File: config.mk
export PLATFORM = sky130hd
export DESIGN_NAME = matrix_strip_multi
export DESIGN_NICKNAME = d
export VERILOG_FILES = /design/src/rtl/matrix_strip_multi_pkg.sv /design/src/rtl/matrix_strip_multi_btn_sync.sv /design/src/rtl/matrix_strip_multi.sv
export SDC_FILE = /design/constraint.sdc
export NUM_CORES = 1
export LEC_CHECK = 0
export ABC_AREA = 1
export CORE_MARGIN = 1
export CORE_UTILIZATION = 30
export CTS_BUF_LIST = sky130_fd_sc_hd__clkbuf_4 sky130_fd_sc_hd__clkbuf_8 sky130_fd_sc_hd__clkbuf_16
export CTS_CLUSTER_DIAMETER = 100
export DETAILED_ROUTE_END_ITERATION = 8
export HOLD_SLACK_MARGIN = 0.06
export PLACE_DENSITY_LB_ADDON = 0.1
export SLEW_MARGIN = 15
export SYNTH_ARGS = -nofsm -noshare
export SYNTH_HDL_FRONTEND = slang
export SYNTH_SLANG_ARGS = --single-unit
File: constraint.sdc
create_clock -name clk -period 1.7 [get_ports clk]
set_input_delay 0.17 -clock clk [delete_from_list [all_inputs] [get_ports clk]]
set_output_delay 0.17 -clock clk [all_outputs]
set_load 0.01 [all_outputs]
File: src/rtl/matrix_strip_multi_pkg.sv
// Shared types and constants for the multi-channel LED matrix strip driver:
// digit glyph bitmaps, FSM states and the digit counter width.
package matrix_strip_pkg;

  localparam int DIGIT_W = 4;

  typedef enum logic [1:0] {
    SHIFT_LO,
    SHIFT_HI,
    LATCH,
    GAP
  } state_t;

  // 10 digits x 8 rows; byte MSB is column 0, first byte is row 0.
  localparam logic [0:9][0:7][7:0] GLYPH = {
    64'h3C666E7666663C00,  // 0
    64'h1838181818187E00,  // 1
    64'h3C66060C30607E00,  // 2
    64'h3C66061C06663C00,  // 3
    64'h0C1C3C6C7E0C0C00,  // 4
    64'h7E607C0606663C00,  // 5
    64'h3C607C6666663C00,  // 6
    64'h7E060C1830303000,  // 7
    64'h3C66663C66663C00,  // 8
    64'h3C66663E060C3800   // 9
  };

  function automatic logic glyph_pixel(input logic [DIGIT_W-1:0] d,
                                       input logic [2:0] row,
                                       input logic [2:0] col);
    logic [7:0] bits;
    bits = (d <= DIGIT_W'(9)) ? GLYPH[d][row] : 8'h00;
    return bits[3'd7 - col];
  endfunction

endpackage

File: src/rtl/matrix_strip_multi_btn_sync.sv
// Per-channel button path: 2-FF synchroniser, rising-edge detect and a
// mod-10 digit counter that also accepts a shared auto-advance strobe.
module matrix_btn_sync
  import matrix_strip_pkg::*;
(
  input  logic               clk,
  input  logic               rst,
  input  logic               btn,
  input  logic               auto_inc,
  output logic [DIGIT_W-1:0] value
);

  logic [2:0] sync;
  logic       rise;
  logic       inc;

  always_ff @(posedge clk) begin
    if (rst) sync <= '0;
    else     sync <= {sync[1:0], btn};
  end

  assign rise = sync[1] & ~sync[2];
  // A press and an auto strobe in the same clk still count as one step.
  assign inc  = rise | auto_inc;

  always_ff @(posedge clk) begin
    if (rst)                     value <= '0;
    else if (inc)                value <= (value == DIGIT_W'(9)) ? '0 : value + 1'b1;
  end

endmodule

File: src/rtl/matrix_strip_multi.sv
// Multi-channel serial LED matrix driver: shared clock and latch, one data
// line per channel, each channel showing its own decimal digit glyph.
module matrix_strip_multi
  import matrix_strip_pkg::*;
#(
  parameter int MAX_COUNT   = 100,
  parameter int CHANNELS    = 2,
  parameter int ROWS        = 8,
  parameter int COLS        = 8,
  parameter int GAP_TICKS   = 4,
  parameter int AUTO_FRAMES = 16,
  parameter int SERPENTINE  = 0
) (
  input  logic                clk,
  input  logic                rst,
  input  logic [CHANNELS-1:0] digit,
  input  logic                mode,
  output logic                strip_clk,
  output logic [CHANNELS-1:0] strip_data,
  output logic                strip_latch,
  output logic                frame_done
);

  if (ROWS < 1 || ROWS > 8 || COLS < 1 || COLS > 8) begin : g_bad_dims
    $error("matrix_strip_multi: ROWS and COLS must be in 1..8");
  end

  localparam int CW = (MAX_COUNT > 1) ? $clog2(MAX_COUNT) : 1;
  localparam int GW = (GAP_TICKS > 1) ? $clog2(GAP_TICKS) : 1;
  localparam int FW = (AUTO_FRAMES > 1) ? $clog2(AUTO_FRAMES) : 1;
  localparam logic [CW-1:0] LAST_CNT   = CW'(MAX_COUNT - 1);
  localparam logic [GW-1:0] LAST_GAP   = GW'(GAP_TICKS - 1);
  localparam logic [FW-1:0] LAST_FRAME = FW'(AUTO_FRAMES - 1);
  localparam logic [2:0]    LAST_ROW   = 3'(ROWS - 1);
  localparam logic [2:0]    LAST_COL   = 3'(COLS - 1);

  logic [CW-1:0] cnt;
  logic          tick;

  state_t        state, state_n;
  logic [2:0]    row, row_n, col, col_n, col_eff;
  logic [GW-1:0] gcnt, gcnt_n;
  logic          load_shadow;
  logic          left_latch;

  logic [FW-1:0]                      fcnt;
  logic                               auto_inc;
  logic [CHANNELS-1:0][DIGIT_W-1:0]   digit_val;
  logic [CHANNELS-1:0][DIGIT_W-1:0]   shadow;
  logic [CHANNELS-1:0]                pix;

  // Tick prescaler
  assign tick = (cnt == LAST_CNT);

  always_ff @(posedge clk) begin
    if (rst) cnt <= '0;
    else     cnt <= tick ? '0 : cnt + 1'b1;
  end

  for (genvar c = 0; c < CHANNELS; c++) begin : g_ch
    matrix_btn_sync u_btn (
      .clk      (clk),
      .rst      (rst),
      .btn      (digit[c]),
      .auto_inc (auto_inc),
      .value    (digit_val[c])
    );
  end

  // Auto advance: count frames while mode=1, strobe all channels on wrap.
  assign auto_inc = mode && frame_done && (fcnt == LAST_FRAME);

  always_ff @(posedge clk) begin
    if (rst || !mode)   fcnt <= '0;
    else if (frame_done) fcnt <= auto_inc ? '0 : fcnt + 1'b1;
  end

  always_ff @(posedge clk) begin
    if (rst) begin
      state <= SHIFT_LO;
      row   <= '0;
      col   <= '0;
      gcnt  <= '0;
    end else begin
      state <= state_n;
      row   <= row_n;
      col   <= col_n;
      gcnt  <= gcnt_n;
    end
  end

  always_comb begin
    state_n     = state;
    row_n       = row;
    col_n       = col;
    gcnt_n      = gcnt;
    load_shadow = 1'b0;
    if (tick) begin
      case (state)
        SHIFT_LO: state_n = SHIFT_HI;
        SHIFT_HI: begin
          if (row == LAST_ROW && col == LAST_COL) begin
            state_n = LATCH;
          end else begin
            state_n = SHIFT_LO;
            if (col == LAST_COL) begin
              col_n = '0;
              row_n = row + 1'b1;
            end else begin
              col_n = col + 1'b1;
            end
          end
        end
        LATCH: begin
          row_n  = '0;
          col_n  = '0;
          gcnt_n = '0;
          if (GAP_TICKS == 0) begin
            state_n     = SHIFT_LO;
            load_shadow = 1'b1;
          end else begin
            state_n = GAP;
          end
        end
        GAP: begin
          if (gcnt == LAST_GAP) begin
            state_n     = SHIFT_LO;
            load_shadow = 1'b1;
          end else begin
            gcnt_n = gcnt + 1'b1;
          end
        end
      endcase
    end
  end

  // Digits are frozen for the whole frame so a press never tears a glyph.
  always_ff @(posedge clk) begin
    if (rst)              shadow <= '0;
    else if (load_shadow) shadow <= digit_val;
  end

  assign col_eff = ((SERPENTINE != 0) && row[0]) ? (LAST_COL - col) : col;

  always_comb begin
    pix = '0;
    for (int c = 0; c < CHANNELS; c++) pix[c] = glyph_pixel(shadow[c], row, col_eff);
  end

  always_ff @(posedge clk) begin
    if (rst) begin
      strip_clk   <= 1'b0;
      strip_data  <= '0;
      strip_latch <= 1'b0;
      left_latch  <= 1'b0;
      frame_done  <= 1'b0;
    end else begin
      strip_clk   <= (state == SHIFT_HI);
      strip_data  <= (state == SHIFT_LO || state == SHIFT_HI) ? pix : '0;
      strip_latch <= (state == LATCH);
      left_latch  <= tick && (state == LATCH);
      frame_done  <= left_latch;
    end
  end

endmodule

[Yosys cells after proc, flatten, opt, wreduce, memory -nomap -nowiden]
Memories as Yosys holds them, arrays and structs flattened.
Index checks and enable logic that the tools add are counted.
Storage, ports and cells
  memories kept: 2
  bits in registers: 49
  logic and storage cells: 106
  bits in read-only memories: 2048
  RAM bits: 0
  latch bits: 0
  input bits: 5
Memory list
  (no name shown): words 16, bits a word 64, rd ports 1, clocked after Yosys merged registers in 0, wr ports 0, RTL line matrix_strip_multi_pkg.sv:32  | bits = (d <= DIGIT_W'(9)) ? GLYPH[d][row] : 8'h00;
  (no name shown): words 16, bits a word 64, rd ports 1, clocked after Yosys merged registers in 0, wr ports 0, RTL line matrix_strip_multi_pkg.sv:32
Cells by class
  order comparisons: 6
  bitwise operators: 10
  multiplexer cells: 33
  multipliers: 0
  equal/unequal tests: 14
  add/subtract/negate cells: 8
  reduce and logical (&&, ||, !) cells: 16
  div/mod/pow operators: 0
  shifts and indexed selects: 0
Operators with widths (count)
  64-bit 2-to-1 mux: 4
  8-bit binary-select mux with 3-bit select: 2
  8-bit 2-to-1 mux: 6
  4-bit by 1-bit adder with 4-bit output (second input constant): 3
  4-bit equality test (second input constant): 3
  3-bit 2-to-1 mux: 4
  4-bit 2-to-1 mux: 3
  3-bit one-hot mux with 2 select lines: 2
  5-bit greater-or-equal comparator (second input constant): 2
  4-bit inverter with 5-bit output: 2
  4-bit less-or-equal comparator (second input constant): 2
  2-bit != test (second input constant): 4
  2-bit one-hot mux with 4 select lines: 1
  7-bit by 1-bit adder with 7-bit output (second input constant): 1
  7-bit equality test (second input constant): 1
  3-bit by 1-bit adder with 3-bit output (second input constant): 2
  1-bit binary-select mux with 3-bit select: 2
  2-bit equality test (second input constant): 3
  3-bit equality test (second input constant): 2
  2-bit 2-to-1 mux: 3
  3-bit AND reduction: 2
  1-bit 2-to-1 mux: 5
  4-bit greater-or-equal comparator (second input constant): 1
  1-bit logical AND: 4
  other kinds (16): 23

[Depth between registers and ports, before layout]
Gate-level depths: netlist of the first run.
  depth after elaboration: 10
  depth in mapped cells: 16

[Modules after synthesis]
From an unflattened synthesis of the first run, not the netlist that was laid out.
Unflattened totals
  cell total of the unflattened synthesis: 571
  area, all modules: 3465.8 um^2
By module, submodules not included
  matrix_strip_multi: area an instance 2877.8 um^2, times used 1, cells each 487
  matrix_btn_sync: area an instance 294.0 um^2, times used 2, cells each 42

[Least setup slack after synthesis of the first run]
Ideal clock, no wire load.
  kind: reg2reg
  from: reg shadow[4] (netlist name)
  to: reg strip_data[1]
  buffers on the path: 0
  setup slack: -0.025 ns
  data arrival time: 1.612 ns
  period minus slack after synthesis: 1.725 ns
  cell stages (with the launch flop): 16
  library setup time: 0.113 ns
  cell sequence: dfxtp_1 inv_1 ha_1 inv_1 nand2_1 nand2_1 nand2_1 nand3_1 nand2_1 clkinv_1 nand2_1 nand2_1 nand2_1 nor2_1 nor2_1 nor2_1
Between the ends
  cells in the longest elaborated chain, start to end: 10
Ends and longest elaborated chain
  start: declaration: RTL line matrix_strip_multi.sv:49  | logic [CHANNELS-1:0][DIGIT_W-1:0] shadow;
  start signal: assignment: RTL line matrix_strip_multi.sv:140  | else if (load_shadow) shadow <= digit_val;
  4-bit inverter with 5-bit output (not written as such): RTL line matrix_strip_multi_pkg.sv:32
  memory 16 x 64 bit
  64-bit 2-to-1 mux (not written as such) (2 in series): RTL line matrix_strip_multi_pkg.sv:32
  8-bit binary-select mux with 3-bit select: RTL line matrix_strip_multi_pkg.sv:32
  8-bit 2-to-1 mux (not written as such) (2 in series): RTL line matrix_strip_multi_pkg.sv:32
  8-bit 2-to-1 mux (*): RTL line matrix_strip_multi_pkg.sv:32
  1-bit binary-select mux with 3-bit select (*): RTL line matrix_strip_multi_pkg.sv:33  | return bits[3'd7 - col];
  1-bit 2-to-1 mux (not written as such) (*): RTL line matrix_strip_multi_pkg.sv:33
  end signal: assignment: RTL line matrix_strip_multi.sv:159  | strip_data <= (state == SHIFT_LO || state == SHIFT_HI) ? pix : '0;
  end: declaration: RTL line matrix_strip_multi.sv:19  | output logic [CHANNELS-1:0] strip_data,
Mark *: on every way between the ends. The rest lies on a longest branch, timed or not. The select of a mux whose other input is x is not followed.
A chain may end at the register's enable or synchronous reset.

[Final worst setup path of the first run]
  from: reg cnt[0]
  to: reg col[0]
Between the ends
  cells in the longest elaborated chain, start to end: 2
Ends and longest elaborated chain
  start: declaration: RTL line matrix_strip_multi.sv:37  | logic [CW-1:0] cnt;
  start signal: assignment: RTL line matrix_strip_multi.sv:57  | else cnt <= tick ? '0 : cnt + 1'b1;
  7-bit equality test: RTL line matrix_strip_multi.sv:53  | assign tick = (cnt == LAST_CNT);
  3-bit AND reduction (no source line)
  end signal: assignment: RTL line matrix_strip_multi.sv:87  | col <= col_n;
  end: declaration: RTL line matrix_strip_multi.sv:41  | logic [2:0] row, row_n, col, col_n, col_eff;
No other way between the ends.

==> results of run 1 <==
power groups by stage:
stage	registers, mW	logic (mW)	clock network [mW]
2_1_floorplan	1.20	0.0486	0
3_3_place_gp	1.20	0.0832	0
3_5_place_dp	1.20	0.0839	0
4_1_cts	1.17	0.0839	1.03
5_1_grt	1.17	0.0964	1.05
6_report	1.17	0.0832	0.984
layer usage:
metal | share of wire, % | vias up
li1 | - | 1863
met1 | 49 | 1557
met2 | 46 | 49
met3 | 2.7 | 12
met4 | 1.4 | 0
met5 | 0 | -
final timing paths:
kind | from | end | slack (ps) | depth (start not counted)
worst max register to register | cnt[0] | col[0] | 60 | 9
worst min-delay path | digit[0] | g_ch[0].u_btn.sync[0] | 380 | 3
worst min register to register | g_ch[0].u_btn.sync[0] | g_ch[0].u_btn.sync[1] | 410 | 2
worst max-delay path | cnt[0] | col[0] | 60 | 9
sequential cells by signal, summed over array words and instances (netlist names), 2 cells and up, named ones only:
register / count
g_ch.u_btn.value: 8
shadow: 8
cnt: 7
g_ch.u_btn.sync: 6
fcnt: 4
col: 3
row: 3
gcnt: 2
strip_data: 2
cells by family after synthesis:
family	after synthesis	share of synthesized area [%]
AO/OA/AOI/OAI	80	12.8
adder cells (fa/ha/maj)	19	7.04
XOR/XNOR	3	0.778
buffers and inverters	83	10.3
multiplexers	1	0.297
AND/OR/NAND/NOR	307	39.7
flip-flops	49	29.1
worst min-delay path: stages:
cell and delay, ps:
sky130_fd_sc_hd__clkdlybuf4s50_1 390, sky130_fd_sc_hd__inv_1 50, sky130_fd_sc_hd__nor2_1 30
stage by stage:
stage | hold slack (ps) | instances | setup WS [ps] | util [%] | TNS [ps]
after floorplan | 277 | 542 | 24.8 | - | 0
after global placement | 391 | 721 | -2.58 | 35.9 | -2.58
after detailed placement | 395 | 721 | -18.5 | 35.9 | -27.3
after CTS | 364 | 729 | 7.58 | 37.3 | 0
after global routing | 405 | 735 | -57.3 | 40.0 | -371
final | 376 | 735 | 61.4 | 40.0 | 0
timing repair:
item | in CTS | in global routing
endpoints found under the hold margin | 0 | 0
pin swaps | 0 | 26
setup endpoints to repair | 3 | 24
buffers inserted | 0 | 6
resized for setup | 3 | 80
layout make-up:
class | instances | area (um2)
Timing Repair Buffer | 63 | 534
Fill cell | 1161 | 6530
Tap cell | 140 | 175
Multi-Input combinational cell | 410 | 2270
Sequential cell | 49 | 993
Inverter | 65 | 251
Clock buffer | 5 | 68.8
Clock inverter | 3 | 65.1
cells in the final DEF (no fill, tap or decap), drive strengths merged, types with 2 or more instances in the layout:
cell type,count
clkinv,3
nor3b,2
nor2,59
bufinv,2
o21ai,31
o21a,3
clkbuf,5
ha,19
o211ai,4
xor2,3
nor3,13
a211oi,2
o22ai,2
or2,2
nand2,164
nand4,8
buf,54
a21oi,36
clkdlybuf4s50,9
a31oi,2
nand3,58
inv,63
dfxtp,49
==> run summary, run 1 <==
CLOCKING
----------------------------------------------------------------------------------------------------
Number of clock buffers inserted by TritonCTS .........................................            5
Deepest clock path buffer count .......................................................            2
Clock tree from TritonCTS .............................................................          yes
Level count of the clock H-tree .......................................................            2
Clock-pin slew reported for the worst setup and hold paths after clock tree synthesis .        90 ps
Clock root buffer ..................................................................... sky130_fd_sc_hd__clkbuf_8
Worst-Skew Late Latency ...............................................................       300 ps
Hold_buf cts ..........................................................................            0
Number of sinks on the clock net ......................................................           49

CRITICAL PATH
----------------------------------------------------------------------------------------------------
Slowest Stage Delay on Critical Path ..................................................       340 ps
Critical path arrival .................................................................      1830 ps
Nature of the critical path endpoint ..................................................         flop
Crit path kind ........................................................................   reg -> reg
CP Data Required Time .................................................................      1890 ps
Worst setup SP type ...................................................................         flop
Cell Chain, Critical Path ............................................................. ha_1, inv_1, or2_4, nor3_4, nand3_4, nor2_4, o21ai_1, o21ai_1, a21oi_1
Family of cells with the greatest summed delay on the critical path ................... simple AND/OR/NAND/NOR gates
Slowest library cell on the worst path ................................................ sky130_fd_sc_hd__dfxtp_2
Most used cell, CP .................................................................... sky130_fd_sc_hd__o21ai_1
Buffers plus inverters on the worst setup path ........................................            1
Worst-path maximum fanout .............................................................            4

TIMING
----------------------------------------------------------------------------------------------------
Final-report max-slew violation count .................................................            0
Unrepaired setup endpoints after global routing .......................................         true
Number of hold violations in the final report .........................................            0
Minimum clock period after layout .....................................................      1640 ps
Final Skew ............................................................................      4.44 ps
Final-report setup violation count ....................................................            0
FMAX ..................................................................................    0.610 GHz
Slew @ Worst Pin ......................................................................       361 ps
Rel. slew slack .......................................................................        75.8%
Final critical-path share of the clock period .........................................        96.4%

FLOORPLANNING
----------------------------------------------------------------------------------------------------
Top-level I/O count ...................................................................           10
Die Span Y ............................................................................       108 um
Core Rows .............................................................................           38
Initial core utilization ..............................................................        31.0%
DIE AREA ..............................................................................   0.0117 mm2
Floorplan core area ...................................................................   0.0109 mm2
Chip Width ............................................................................       108 um

SYNTH
----------------------------------------------------------------------------------------------------
Most numerous cell types in the synthesized netlist ................................... sky130_fd_sc_hd__nand2_1 (163), sky130_fd_sc_hd__inv_1 (55), sky130_fd_sc_hd__nand3_1 (55), sky130_fd_sc_hd__nor2_1 (55), sky130_fd_sc_hd__dfxtp_1 (49)
Share of the synthesized area in the top cell type ....................................        29.1%
Gate count of the mapped netlist ......................................................          542
Average instance area after synthesis .................................................     6.23 um2
Async set-or-reset flop fraction in the synthesized netlist ...........................           0%
Post-synthesis cell type with the largest combined area ............................... sky130_fd_sc_hd__dfxtp_1
Warnings from Yosys ...................................................................            0
Library cell with the highest instance count after synthesis .......................... sky130_fd_sc_hd__nand2_1
Synthesis-stage register bit count ....................................................           49
Distinct cell type count of the synthesized netlist ...................................           36
Most area-consuming cells after synthesis ............................................. sky130_fd_sc_hd__dfxtp_1 (29%), sky130_fd_sc_hd__nand2_1 (18%), sky130_fd_sc_hd__nand3_1 (8.2%)
Net count after synthesis .............................................................          566
Number of enable-type register cells in the synthesized netlist .......................            0
Share of synthesized area occupied by flip-flops and latches ..........................        29.1%
Main flop type after synthesis ........................................................ sky130_fd_sc_hd__dfxtp_1
Cell area after synthesis .............................................................  0.00338 mm2

PLACEMENT
----------------------------------------------------------------------------------------------------
Estimated wirelength of the detail-placed design ......................................      6.82 mm
Placement-stage cell area .............................................................  0.00391 mm2
Global placer's final weighted congestion .............................................        0.795
Port Buffers ..........................................................................            9

ROUTE
----------------------------------------------------------------------------------------------------
Drt wl/cell ...........................................................................      12.1 um
DRC ...................................................................................            0
Iteration count of the initial detailed-routing pass ..................................            4
Residual antenna-violating net count after detailed routing ...........................            0
Total detailed-routing wirelength .....................................................      8.92 mm
Violation count after the first detailed-routing iteration ............................           99
Post-detailed-route via-to-cell ratio .................................................         4.74
Total via count after detailed routing ................................................         3481

FLOW RUN
----------------------------------------------------------------------------------------------------
Max_cap viols .........................................................................            0

LAYOUT
----------------------------------------------------------------------------------------------------
Layout cell share with drive strength beyond 1 ........................................        22.9%
Area grow syn2layout ..................................................................        29.1%
Post-layout instance area .............................................................  0.00436 mm2
Antenna cell count ....................................................................            0
Final nets ............................................................................          618

GRT
----------------------------------------------------------------------------------------------------
Via count of the first global-routing pass ............................................         3250
Overall global routing resource usage .................................................        15.6%
Number of antenna violations at the first check in global routing .....................            0
Global-route layer with the greatest usage ............................................         met2
Remaining global-route overflow .......................................................            0
M2 GR Usage ...........................................................................        26.0%
Global-route wire length before repair ................................................      14.6 mm
Pin count of the biggest net entering global routing ..................................           24
Met3 Resource Use GR ..................................................................        2.29%
Met1 track demand over resource .......................................................        20.5%

PWR
----------------------------------------------------------------------------------------------------
Total power after layout ..............................................................      2.24 mW
Peak supply drop ......................................................................   0.000424 V
Relative contribution of the clock network to total power .............................        44.0%
Share of total power in combinational logic ...........................................         3.7%
Register share of total power .........................................................        52.3%
Cell internal power dissipation .......................................................      1.78 mW
Leakage Power .........................................................................      1.96 nW
Net switching share of the total power ................................................        20.4%
Power per Cell Area ...................................................................   513 mW/mm2
Net switching power figure ............................................................     0.456 mW

STATUS
----------------------------------------------------------------------------------------------------
Outcome ............................................................................... complete, no violations

WORST HOLD PATH
----------------------------------------------------------------------------------------------------
Worst hold path class .................................................................    in -> reg

No activity file was read; power rests on OpenSTA's default activity.
==> run 2: changes to the inputs <==
Settings changed: TNS_END_PERCENT set to 20.
==> run 2 against run 1 <==
Against the previous run:
- sequential power about the same
- via count up 0.80%
- design area down 1.6%
- utilization down 0.63 points
- setup slack worse by 56 ps
- combinational power up 20%
- clock power down 11%
==> run summary, run 2 (synthesis gave the netlist of run 1 again) <==
STATUS
----------------------------------------------------------------------------------------------------
Outcome ............................................................................... complete, no violations

CLOCKING
----------------------------------------------------------------------------------------------------
Clock root buffer ..................................................................... sky130_fd_sc_hd__clkbuf_8
Number of sinks on the clock net ......................................................           49   unchanged
Number of clock buffers inserted by TritonCTS .........................................            5   unchanged
Deepest clock path buffer count .......................................................            2   unchanged
Worst-Skew Late Latency ...............................................................       310 ps   about the same
Clock tree from TritonCTS .............................................................          yes
Level count of the clock H-tree .......................................................            2   unchanged
Clock-pin slew reported for the worst setup and hold paths after clock tree synthesis .       100 ps   about the same

CRITICAL PATH
----------------------------------------------------------------------------------------------------
Slowest Stage Delay on Critical Path ..................................................       360 ps   +20 ps
Buffers plus inverters on the worst setup path ........................................            4   +3
Worst setup SP type ...................................................................         flop
Cell Chain, Critical Path ............................................................. ha_4, inv_2, or2_4, nor3_4, nand3_4, inv_2, nand2_4, buf_4, buf_4, a21oi_1
Slowest library cell on the worst path ................................................ sky130_fd_sc_hd__dfxtp_2
Worst-path maximum fanout .............................................................            6   +2
Crit path kind ........................................................................   reg -> reg
Family of cells with the greatest summed delay on the critical path ................... simple AND/OR/NAND/NOR gates
Reg-to-reg setup timing slack .........................................................         6 ps   -60 ps
Nature of the critical path endpoint ..................................................         flop
Critical path arrival .................................................................      1930 ps   +100 ps
CP Data Required Time .................................................................      1930 ps   +40 ps

GRT
----------------------------------------------------------------------------------------------------
Number of antenna violations at the first check in global routing .....................            0   unchanged
Overall global routing resource usage .................................................        16.2%   +0.65 points
Met3 Resource Use GR ..................................................................        2.05%   -0.24 points
Remaining global-route overflow .......................................................            0   unchanged
Met1 track demand over resource .......................................................        20.9%   +0.41 points
M2 GR Usage ...........................................................................        28.5%   +2.5 points
Global-route layer with the greatest usage ............................................         met2
Via count of the first global-routing pass ............................................         3289   +1.2%
Pin count of the biggest net entering global routing ..................................           20   -17%
Global-route wire length before repair ................................................      15.0 mm   +2.9%

WORST HOLD PATH
----------------------------------------------------------------------------------------------------
Worst hold path class .................................................................    in -> reg

ROUTE
----------------------------------------------------------------------------------------------------
Post-detailed-route via-to-cell ratio .................................................         4.79   +1.1%
Total detailed-routing wirelength .....................................................      9.02 mm   +1.2%
DRC ...................................................................................            0   unchanged
Violation count after the first detailed-routing iteration ............................          128   +29%
Residual antenna-violating net count after detailed routing ...........................            0   unchanged
Drt wl/cell ...........................................................................      12.3 um   +1.4%
Total via count after detailed routing ................................................         3509   +0.80%
Iteration count of the initial detailed-routing pass ..................................            4   unchanged

TIMING
----------------------------------------------------------------------------------------------------
Setup TNS .............................................................................         0 ps   unchanged
Slew @ Worst Pin ......................................................................       465 ps   +104 ps
Final-report setup violation count ....................................................            0   unchanged
Minimum clock period after layout .....................................................      1690 ps   +55.7 ps
FMAX ..................................................................................    0.590 GHz   -3.3%
Final critical-path share of the clock period .........................................        99.7%   +3.3 points
Setup slack after layout ..............................................................      5.64 ps   -55.7 ps
Number of hold violations in the final report .........................................            0   unchanged
Unrepaired setup endpoints after global routing .......................................         true
Worst slack on hold paths .............................................................       372 ps   -4.14 ps
Final Skew ............................................................................      13.8 ps   +9.36 ps
Rel. slew slack .......................................................................        69.0%   -6.9 points
Final-report max-slew violation count .................................................            0   unchanged

FLOORPLANNING
----------------------------------------------------------------------------------------------------
Initial core utilization ..............................................................        31.0%   unchanged
Top-level I/O count ...................................................................           10   unchanged
DIE AREA ..............................................................................   0.0117 mm2   unchanged
Chip Width ............................................................................       108 um   unchanged
Floorplan core area ...................................................................   0.0109 mm2   unchanged
Core Rows .............................................................................           38   unchanged
Die Span Y ............................................................................       108 um   unchanged

PWR
----------------------------------------------------------------------------------------------------
Leakage Power .........................................................................      1.94 nW   -1.1%
Total power after layout ..............................................................      2.15 mW   -4.0%
Power per Cell Area ...................................................................   501 mW/mm2   -2.4%
Peak supply drop ......................................................................   0.000435 V   +2.4%

PLACEMENT
----------------------------------------------------------------------------------------------------
Global placer's final weighted congestion .............................................        0.835   +5.0%
Placement Setup Slack .................................................................     -82.6 ps   -64.1 ps
Estimated wirelength of the detail-placed design ......................................      7.01 mm   +2.8%
Port Buffers ..........................................................................            9   unchanged

LAYOUT
----------------------------------------------------------------------------------------------------
Final nets ............................................................................          616   -0.32%
Antenna cell count ....................................................................            0   unchanged
Layout cell share with drive strength beyond 1 ........................................        21.9%   -0.93 points
Filler cells ..........................................................................         1189   +2.4%
Most common cell after layout, fill and taps aside .................................... sky130_fd_sc_hd__nand2_1
Area grow syn2layout ..................................................................        27.1%
Most used cells in the layout excluding fill and tap cells ............................ sky130_fd_sc_hd__nand2_1 (156), sky130_fd_sc_hd__nand3_1 (52), sky130_fd_sc_hd__inv_1 (50)
Registers with the highest flip-flop counts ........................................... g_ch.u_btn.value (8), shadow (8), cnt (7)

FLOW RUN
----------------------------------------------------------------------------------------------------
Max_cap viols .........................................................................            0   unchanged

-- run 2: cell types whose count changed in the layout (fill, tap and decap cells not counted), sizes merged --
cell    previous run  this run
bufinv             2         1
buf               54        52
inv               63        64
-- run 2: path summary, 6_finish.rpt --
check / start / end / depth (start not counted)
worst min-delay path: digit[1] / g_ch[1].u_btn.sync[0] / 3
worst max-delay path: cnt[0] / shadow[0] / 10
worst max register to register: cnt[0] / shadow[0] / 10
worst min register to register: g_ch[1].u_btn.sync[0] / g_ch[1].u_btn.sync[1] / 2
-- run 2: per-layer routing --
layer / wire [um] / part of all wire (%)
met3: 284 / 3.1
met1: 4180 / 46
met2: 4510 / 50
met5: 0 / 0
met4: 51 / 0.57
-- run 2: worst reg2reg max path: cells and delay by family, from the launching register on --
kind / cells / cell delay [ps]
and+or+nand+nor: 4 / 580
buffers and inverters: 4 / 420
DFF: 1 / 360
AOI/OAI and AO/OA: 1 / 140
adders and majority gates: 1 / 130
-- run 2: per-stage QoR --
step	area [um2]	instances	util, %
2_1_floorplan	3380	542	-
3_3_place_gp	3920	722	36.0
3_5_place_dp	3920	722	36.0
4_1_cts	4080	730	37.5
5_1_grt	4290	733	39.4
6_report	4290	733	39.4
-- run 2: power by group --
group          switching [mW]  leakage, nW  internal, mW
Clock                   0.427       0.0591         0.449
Sequential            0.00910        0.401          1.16
Combinational          0.0542         1.48        0.0461
Total                   0.490         1.94          1.66
-- run 2: timing repair --
item,CTS,global route
hold buffers,0,0
resized for setup,15,62
setup buffers,0,3
pin swaps,0,11
setup endpoints to repair,21,31
-- run 2: layout make-up --
| cell class | count | area [um2] | share of cell area, % |
|---|---|---|---|
| Multi-Input combinational cell | 410 | 2250 | 52.4 |
| Sequential cell | 49 | 992 | 23.1 |
| Timing Repair Buffer | 61 | 512 | 11.9 |
| Inverter | 65 | 246 | 5.75 |
| Tap cell | 140 | 175 | 4.08 |
| Clock buffer | 5 | 68.8 | 1.60 |
| Clock inverter | 3 | 47.5 | 1.11 |
==> run 3: changes to the inputs <==
Settings changed: SETUP_SLACK_MARGIN set to 0.02.
Clock period 1.7 ns to 2.1 ns, I/O delays scaled along.
==> run 3 against run 2 <==
Against the previous run:
- cell count fell by 4.5%
- combinational power fell by 37%
- wire length fell by 2.2%
- register-to-register slack improved by 280 ps
- largest cell class unchanged
==> run summary, run 3 (synthesis gave the netlist of run 1 again) <==
STATUS
----------------------------------------------------------------------------------------------------
Outcome ............................................................................... complete, no violations

PWR
----------------------------------------------------------------------------------------------------
Total power after layout ..............................................................      1.54 mW   -28%
Cell internal power dissipation .......................................................      1.19 mW   -28%
Power per Cell Area ...................................................................   409 mW/mm2   -18%
Net switching power figure ............................................................     0.356 mW   -27%
Net switching share of the total power ................................................        23.1%   +0.28 points
Leakage Power .........................................................................      1.72 nW   -11%
Share of total power in combinational logic ...........................................         4.1%   -0.6 points
Peak supply drop ......................................................................   0.000354 V   -18%
Relative contribution of the clock network to total power .............................        34.5%   -6.3 points
Register share of total power .........................................................        61.4%   +6.9 points

CRITICAL PATH
----------------------------------------------------------------------------------------------------
Worst setup SP type ...................................................................         flop
Slowest Stage Delay on Critical Path ..................................................       400 ps   +40 ps
Crit path kind ........................................................................   reg -> reg
Family of cells with the greatest summed delay on the critical path ................... simple AND/OR/NAND/NOR gates
Nature of the critical path endpoint ..................................................         flop
Buffers plus inverters on the worst setup path ........................................            2   -2
Worst-path maximum fanout .............................................................            6   unchanged
Slowest library cell on the worst path ................................................ sky130_fd_sc_hd__dfxtp_1
Reg-to-reg setup timing slack .........................................................       280 ps   +280 ps
Most used cell, CP .................................................................... sky130_fd_sc_hd__nand2_1
CP Data Required Time .................................................................      2310 ps   +380 ps
Critical path arrival .................................................................      2030 ps   +100 ps
Cell Chain, Critical Path ............................................................. inv_1, ha_1, inv_1, nand2_1, nor3_1, nor2_1, nand2_1, nand3_1, nand3_1, nand2_1, nand2_1, nor2_1

CLOCKING
----------------------------------------------------------------------------------------------------
Clock-pin slew reported for the worst setup and hold paths after clock tree synthesis .        90 ps   about the same
Deepest clock path buffer count .......................................................            2   unchanged
Worst-Skew Late Latency ...............................................................       300 ps   about the same
Hold_buf cts ..........................................................................            0   unchanged
Clock root buffer ..................................................................... sky130_fd_sc_hd__clkbuf_8
CTS-repair resized insts ..............................................................            0   -15
Setup repair bufs after CTS ...........................................................            0   unchanged
Number of sinks on the clock net ......................................................           49   unchanged
Clock tree from TritonCTS .............................................................          yes
Number of clock buffers inserted by TritonCTS .........................................            5   unchanged
Level count of the clock H-tree .......................................................            2   unchanged

TIMING
----------------------------------------------------------------------------------------------------
Final-report max-slew violation count .................................................            0   unchanged
Final critical-path share of the clock period .........................................        86.6%   -13 points
FMAX ..................................................................................    0.550 GHz   -6.8%
Minimum clock period after layout .....................................................      1820 ps   +123 ps
Slew @ Worst Pin ......................................................................       425 ps   -40.1 ps
Setup TNS .............................................................................         0 ps   unchanged
Final Skew ............................................................................      9.50 ps   -4.30 ps
Unrepaired setup endpoints after global routing .......................................        false
Number of hold violations in the final report .........................................            0   unchanged
Final-report setup violation count ....................................................            0   unchanged
Rel. slew slack .......................................................................        71.6%   +2.6 points

GRT
----------------------------------------------------------------------------------------------------
Via count of the first global-routing pass ............................................         3182   -3.3%
Overall global routing resource usage .................................................        16.4%   +0.14 points
Remaining global-route overflow .......................................................            0   unchanged
Global-route wire length before repair ................................................      15.1 mm   +0.55%
Pin count of the biggest net entering global routing ..................................           20   unchanged
Number of antenna violations at the first check in global routing .....................            0   unchanged

LAYOUT
----------------------------------------------------------------------------------------------------
Final nets ............................................................................          585   -5.0%
Most used cells in the layout excluding fill and tap cells ............................ sky130_fd_sc_hd__nand2_1 (163), sky130_fd_sc_hd__inv_1 (55), sky130_fd_sc_hd__nor2_1 (55), sky130_fd_sc_hd__nand3_1 (55), sky130_fd_sc_hd__dfxtp_1 (49)
Antenna cell count ....................................................................            0   unchanged
Layout cell share with drive strength beyond 1 ........................................        8.04%   -14 points
Filler cells ..........................................................................         1218   +2.4%
Registers with the highest flip-flop counts ........................................... g_ch.u_btn.value (8), shadow (8), cnt (7)
Area grow syn2layout ..................................................................        11.6%
Most common cell after layout, fill and taps aside .................................... sky130_fd_sc_hd__nand2_1

FLOORPLANNING
----------------------------------------------------------------------------------------------------
Chip Width ............................................................................       108 um   unchanged
Initial core utilization ..............................................................        31.0%   unchanged
DIE AREA ..............................................................................   0.0117 mm2   unchanged
Die Span Y ............................................................................       108 um   unchanged
Top-level I/O count ...................................................................           10   unchanged
Core Rows .............................................................................           38   unchanged
Floorplan core area ...................................................................   0.0109 mm2   unchanged

ROUTE
----------------------------------------------------------------------------------------------------
Iteration count of the initial detailed-routing pass ..................................            5   +1
Drt wl/cell ...........................................................................      12.6 um   +2.4%
Residual antenna-violating net count after detailed routing ...........................            0   unchanged
Total detailed-routing wirelength .....................................................      8.82 mm   -2.2%
Violation count after the first detailed-routing iteration ............................          152   +19%
DRC ...................................................................................            0   unchanged
Total via count after detailed routing ................................................         3411   -2.8%
Post-detailed-route via-to-cell ratio .................................................         4.87   +1.8%

FLOW RUN
----------------------------------------------------------------------------------------------------
Max_cap viols .........................................................................            0   unchanged

WORST HOLD PATH
----------------------------------------------------------------------------------------------------
Worst hold path class .................................................................   reg -> reg

PLACEMENT
----------------------------------------------------------------------------------------------------
Global placer's final weighted congestion .............................................        0.837   +0.30%
Port Buffers ..........................................................................            9   unchanged
Estimated wirelength of the detail-placed design ......................................      6.85 mm   -2.3%

## run 3: cell count changes in the layout (fill, tap and decap cells not counted), moves of 6 or more
cell,delta
sky130_fd_sc_hd__o21ai_1,-6
sky130_fd_sc_hd__dfxtp_1,+9
sky130_fd_sc_hd__nor2_1,+6
sky130_fd_sc_hd__nand2_1,+7
sky130_fd_sc_hd__buf_4,-26
sky130_fd_sc_hd__a21oi_2,-6
sky130_fd_sc_hd__ha_1,+9
sky130_fd_sc_hd__a21oi_1,+6
sky130_fd_sc_hd__o21ai_0,+11
sky130_fd_sc_hd__dfxtp_2,-9
## run 3: final timing paths
kind | start | end | depth (start not counted)
max | shadow[1] | strip_data[0] | 12
min | g_ch[1].u_btn.sync[0] | g_ch[1].u_btn.sync[1] | 2
max reg2reg | shadow[1] | strip_data[0] | 12
min reg2reg | g_ch[1].u_btn.sync[0] | g_ch[1].u_btn.sync[1] | 2
## run 3: layer usage
layer	global-route usage, %	share of wire, %	vias to the layer above
met4	5.58	2.2	0
li1	-	-	1784
met3	2.29	3.9	15
met2	27.1	46	70
met1	21.7	48	1542
met5	0	0	-
## run 3: power groups by stage
stage | combinational [mW] | sequential, mW | clock, mW
2_1_floorplan | 0.0393 | 0.969 | 0
3_3_place_gp | 0.0650 | 0.970 | 0
3_5_place_dp | 0.0653 | 0.969 | 0
4_1_cts | 0.0653 | 0.948 | 0.566
5_1_grt | 0.0743 | 0.950 | 0.597
6_report | 0.0631 | 0.947 | 0.532
## run 3: area by class of cell
class	instances	area (um2)	area share, %
multi-input cells	410	2050	54.3
flip-flops and latches	49	981	26.0
repair buffers	30	248	6.57
inverters	65	244	6.47
well taps	140	175	4.65
clock buffers	5	68.8	1.83
clock inverters	1	5.00	0.133
## run 3: worst register-to-register path, stage by stage (launching register included)
cell and delay [ps]:
sky130_fd_sc_hd__dfxtp_1 400, sky130_fd_sc_hd__inv_1 80, sky130_fd_sc_hd__ha_1 300, sky130_fd_sc_hd__inv_1 60
sky130_fd_sc_hd__nand2_1 120, sky130_fd_sc_hd__nor3_1 290, sky130_fd_sc_hd__nor2_1 90, sky130_fd_sc_hd__nand2_1 90
sky130_fd_sc_hd__nand3_1 80, sky130_fd_sc_hd__nand3_1 70, sky130_fd_sc_hd__nand2_1 50, sky130_fd_sc_hd__nand2_1 50
sky130_fd_sc_hd__nor2_1 40
## run 3: stage by stage
| stage | util, % | cell area (um2) | setup WS [ps] | instances | hold slack, ps |
|---|---|---|---|---|---|
| floorplan | - | 3380 | 375 | 542 | 317 |
| global placement | 33.9 | 3690 | 236 | 694 | 404 |
| detailed placement | 33.9 | 3690 | 285 | 694 | 408 |
| CTS | 34.6 | 3770 | 283 | 700 | 412 |
| global route | 34.6 | 3770 | 50.7 | 700 | 428 |
| finish | 34.6 | 3770 | 282 | 700 | 412 |
